$ cat config.mk
export PLATFORM = sky130hd
export DESIGN_NAME = uart_rx_core
export DESIGN_NICKNAME = d
export VERILOG_FILES = /design/src/rtl/uart_rx_core.sv
export SDC_FILE = /design/constraint.sdc
export NUM_CORES = 1
export LEC_CHECK = 0
export BUFFER_PORTS_ARGS = -buffer_cell sky130_fd_sc_hd__buf_2
export CORE_MARGIN = 8
export CORE_UTILIZATION = 40
export CTS_CLUSTER_DIAMETER = 40
export DETAILED_ROUTE_END_ITERATION = 10
export HOLD_SLACK_MARGIN = 0.1
export PLACE_DENSITY = 0.68
export SETUP_SLACK_MARGIN = 0.1
export SLEW_MARGIN = 10
export SYNTH_ARGS = -nofsm -noshare
export SYNTH_HDL_FRONTEND = slang
export SYNTH_SLANG_ARGS = --single-unit
$ cat constraint.sdc
create_clock -name clk -period 2.8 [get_ports clk]
set_input_delay 0.7 -clock clk [delete_from_list [all_inputs] [get_ports clk]]
set_output_delay 0.7 -clock clk [all_outputs]
set_load 0.05 [all_outputs]
$ cat src/rtl/uart_rx_core.sv
// 8N1 UART receiver core: armed by a one-cycle start pulse, captures one byte,
// reports it through sticky rx_done / frame_err levels.
module uart_rx_core #(
    parameter int CLKS_PER_BIT = 868
) (
    input  logic       clk,
    input  logic       rst,
    input  logic       uart_rx,
    input  logic       start,
    output logic [7:0] data_out,
    output logic       ready,
    output logic       rx_done,
    output logic       frame_err
);

    localparam int CW = $clog2(CLKS_PER_BIT);
    localparam logic [CW-1:0] HALF_M1 = CW'(CLKS_PER_BIT / 2 - 1);
    localparam logic [CW-1:0] FULL_M1 = CW'(CLKS_PER_BIT - 1);

    typedef enum logic [2:0] {
        S_IDLE  = 3'd0,
        S_ARMED = 3'd1,
        S_START = 3'd2,
        S_DATA  = 3'd3,
        S_STOP  = 3'd4
    } state_t;

    state_t          r_state;
    state_t          w_state_nxt;
    logic            r_sync1;
    logic            r_rxs;
    logic            r_rxs_d;
    logic [CW-1:0]   r_cnt;
    logic [CW-1:0]   w_cnt_nxt;
    logic [2:0]      r_idx;
    logic [2:0]      w_idx_nxt;
    logic [7:0]      r_shift;
    logic [7:0]      w_shift_nxt;
    logic [7:0]      r_data;
    logic [7:0]      w_data_nxt;
    logic            r_done;
    logic            w_done_nxt;
    logic            r_ferr;
    logic            w_ferr_nxt;
    logic            w_fall;

    // A line already low when armed never produces this pulse.
    assign w_fall = r_rxs_d & ~r_rxs;

    always_ff @(posedge clk) begin
        if (rst) begin
            r_state <= S_IDLE;
            r_sync1 <= 1'b1;
            r_rxs   <= 1'b1;
            r_rxs_d <= 1'b1;
            r_cnt   <= '0;
            r_idx   <= '0;
            r_shift <= '0;
            r_data  <= '0;
            r_done  <= 1'b0;
            r_ferr  <= 1'b0;
        end else begin
            r_state <= w_state_nxt;
            r_sync1 <= uart_rx;
            r_rxs   <= r_sync1;
            r_rxs_d <= r_rxs;
            r_cnt   <= w_cnt_nxt;
            r_idx   <= w_idx_nxt;
            r_shift <= w_shift_nxt;
            r_data  <= w_data_nxt;
            r_done  <= w_done_nxt;
            r_ferr  <= w_ferr_nxt;
        end
    end

    always_comb begin
        w_state_nxt = r_state;
        w_cnt_nxt   = r_cnt;
        w_idx_nxt   = r_idx;
        w_shift_nxt = r_shift;
        w_data_nxt  = r_data;
        w_done_nxt  = r_done;
        w_ferr_nxt  = r_ferr;
        case (r_state)
            S_IDLE: begin
                if (start) begin
                    w_state_nxt = S_ARMED;
                    w_done_nxt  = 1'b0;
                    w_ferr_nxt  = 1'b0;
                end
            end
            S_ARMED: begin
                if (w_fall) begin
                    w_state_nxt = S_START;
                    w_cnt_nxt   = '0;
                end
            end
            S_START: begin
                // Mid-start-bit check rejects short glitches.
                if (r_cnt == HALF_M1) begin
                    w_cnt_nxt = '0;
                    if (!r_rxs) begin
                        w_state_nxt = S_DATA;
                        w_idx_nxt   = '0;
                    end else begin
                        w_state_nxt = S_ARMED;
                    end
                end else begin
                    w_cnt_nxt = r_cnt + 1'b1;
                end
            end
            S_DATA: begin
                if (r_cnt == FULL_M1) begin
                    w_cnt_nxt   = '0;
                    w_shift_nxt = {r_rxs, r_shift[7:1]};
                    if (r_idx == 3'd7) begin
                        w_state_nxt = S_STOP;
                    end else begin
                        w_idx_nxt = r_idx + 1'b1;
                    end
                end else begin
                    w_cnt_nxt = r_cnt + 1'b1;
                end
            end
            S_STOP: begin
                if (r_cnt == FULL_M1) begin
                    w_cnt_nxt   = '0;
                    w_state_nxt = S_IDLE;
                    if (r_rxs) begin
                        w_data_nxt = r_shift;
                        w_done_nxt = 1'b1;
                    end else begin
                        w_ferr_nxt = 1'b1;
                    end
                end else begin
                    w_cnt_nxt = r_cnt + 1'b1;
                end
            end
            default: begin
                w_state_nxt = S_IDLE;
            end
        endcase
    end

    assign data_out  = r_data;
    assign ready     = (r_state == S_IDLE);
    assign rx_done   = r_done;
    assign frame_err = r_ferr;

endmodule

==> impl_metrics.toml <==
[status]
outcome = "finished, final reports clean"

[cts]
clock_path_buffers = 2
cts-root-buf = "clkbuf_8"
cts_made_buffers = 5
cts_hold_buf = 0
clk_pin_slew_ns = 0.08
h-tree-depth = 2
cts_tree = "done"
postCtsSetupBuffers = 0
cts.repair.resized = 0
worstSkewPairLatency_ns = 0.30
cts.sinks = 37

[job]
max_cap_violations = 0

[die]
die-height_um = 80.99
core_um2 = 4029
die_w_um = 80.99
dieArea_um2 = 6559
rows = 23
initial_utilization = 0.4193
pin_count = 15

[worst_setup_path]
end_kind = "flop"
endpoint = "r_state[0]"
crit_start = "r_cnt[0]"
worstReg2RegEnd = "r_state[0]"
crit_fanout = 6
cp_data_required_time_ns = 3.01
ff2ff_path_depth = 6
ff2ff_setup_slack_ns = 0.52
cp.arrival_ns = 2.49
crit_path_start_kind = "flop"
r2r-start = "r_cnt[0]"
path_class = "reg2reg"

[cells_and_area]
fin_util = 0.4671
syn_to_final_growth_pct = 11.41
instances_no_fill = 254
layout.nets = 211
diodes = 0
final_common_cell = "dfxtp_1"
final_cell_mix = "dfxtp_1, nor2_1, nand2_1"
drive_gt1_frac = 0.1569

[sta]
hold_viol = 0
worst_pin_slew_ns = 0.9307
setup_slack_ns = 0.5202
rsz0062_at_grt = "false"
max_freq_mhz = 438.6
min_period_ns = 2.280
setup_violations = 0
timing.hold.ws_ns = 0.4162
fin_worst_skew_ns = 0.005461
slew_viol_final = 0
slew_headroom = 0.3795
fin_crit_sh = 0.8142
fin_tns_setup_ns = 0

[detailed_routing]
routed_wl_um = 3359
drt_iter0_drc = 100
viasPerCell = 5.429
wl_per_cell_um = 13.22
drtAntennaViolNets = 0
drtPass1Iterations = 4
drc = 0
vias = 1379

[pwr]
peakVddDrop_mv = 0.2696
p_sw_frac = 0.2478
p_clk_frac = 0.397
intPower_uw = 717.9
p_per_area_nw_per_um2 = 507.2
leakage_nw = 0.8063
power.share.combinational = 0.041
p_switching_uw = 236.5
seqPwrFrac = 0.562

[logic_synthesis]
synth_warnings = 0
postSynthCellCount = 191
yosys_register_bits = 37
syn_area_per_cell_um2 = 8.844
ys.flop_type = "dfxtp_1"
yosysSeqAreaShare = 0.4385
syn_nets = 199
async_flop_share = 0
ys_types = 35
synth_edf_count = 0
syn_area_um2 = 1689

[placed_design]
dp_hpwl_um = 2284
place_ws_ns = 0.5648
gp_congestion = 0.8384
io_buffers = 14
placed_cells = 246

[global_route]
grt_max_degree = 39
grt_pass1_vias = 1250
track_usage = 0.1086
grt_pass1_wl_um = 5671
grt_overflow_total = 0
antenna_found_initial = 0

[worst_hold_path]
hp-class = "reg2reg"
[synthesized netlist by cell type, types with 5 or more instances]
library cell / n / area [µm²]
a21oi_1: 13 / 65.06
clkbuf_1: 8 / 30.03
dfxtp_1: 37 / 740.7
mux2i_1: 16 / 160.2
nand2_1: 17 / 63.81
nand2b_1: 5 / 31.28
nor2_1: 24 / 90.09
nor3_1: 7 / 35.03
o22ai_1: 6 / 37.54
[area by class of cell]
type | instances | area (µm²)
multi-input combinational | 141 | 895.9
clock inverter | 3 | 21.27
fill | 406 | 2147
tap | 50 | 62.56
sequential | 37 | 740.7
timing repair buffer | 16 | 85.08
clock buffer | 5 | 68.82
inverter | 2 | 7.507
[logic make-up after synthesis]
logic type               Yosys count  synth area share
AND/OR/NAND/NOR                   77            0.2311
buffers and inverters             13           0.03111
flip-flops                        37            0.4385
adder cells (fa/ha/maj)            4           0.02963
multiplexers                      17            0.1015
XOR/XNOR                           1          0.005186
AO/OA/AOI/OAI                     42            0.1630
[worst min path at each step]
stage / startpoint / endpoint / slack, ns / cells after the start
2_1_floorplan: r_sync1 / r_rxs / 0.39 / 1
3_3_place_gp: r_sync1 / r_rxs / 0.40 / 1
3_5_place_dp: r_sync1 / r_rxs / 0.39 / 1
4_1_cts: r_sync1 / r_rxs / 0.42 / 1
5_1_grt: r_sync1 / r_rxs / 0.43 / 1
6_report: r_sync1 / r_rxs / 0.42 / 1
[critical path: stages (launching register included)]
cell	delay, ns
dfxtp_1	0.41
ha_1	0.24
nand4bb_1	0.21
nor4_4	0.32
o32ai_1	0.28
or4_1	0.53
a211oi_2	0.22
[power by group through the flow]
stage               clock, mW  sequential, mW  combinational [mW]
global route            0.416           0.538              0.0436
detailed placement          0           0.549              0.0391
finish                  0.378           0.537              0.0393
floorplan                   0           0.544              0.0338
CTS                     0.392           0.536              0.0394
global placement            0           0.549              0.0393
[flip-flops by register name, summed over array words and instances, names as in the netlist]
name       count
r_rxs          1
r_rxs_d        1
r_sync1        1
frame_err      1
r_cnt         10
rx_done        1
data_out       8
r_shift        8
r_idx          3
r_state        3
[per-stage QoR]
stage                     power, mW  area [µm²]
after floorplan              0.5780        1689
after global placement       0.5882        1792
after detailed placement     0.5879        1792
after CTS                    0.9681        1882
after global routing         0.9974        1882
final                        0.9545        1882
[layer usage]
metal  vias up  global-route usage  part of all wire
met4         0             0.04464             0.015
li1        701                   -                 -
met5         -                   0                 0
met2        24              0.1580              0.43
met1       648              0.1382              0.50
met3         6             0.04525             0.055
No activity file was read; power rests on OpenSTA's default activity.
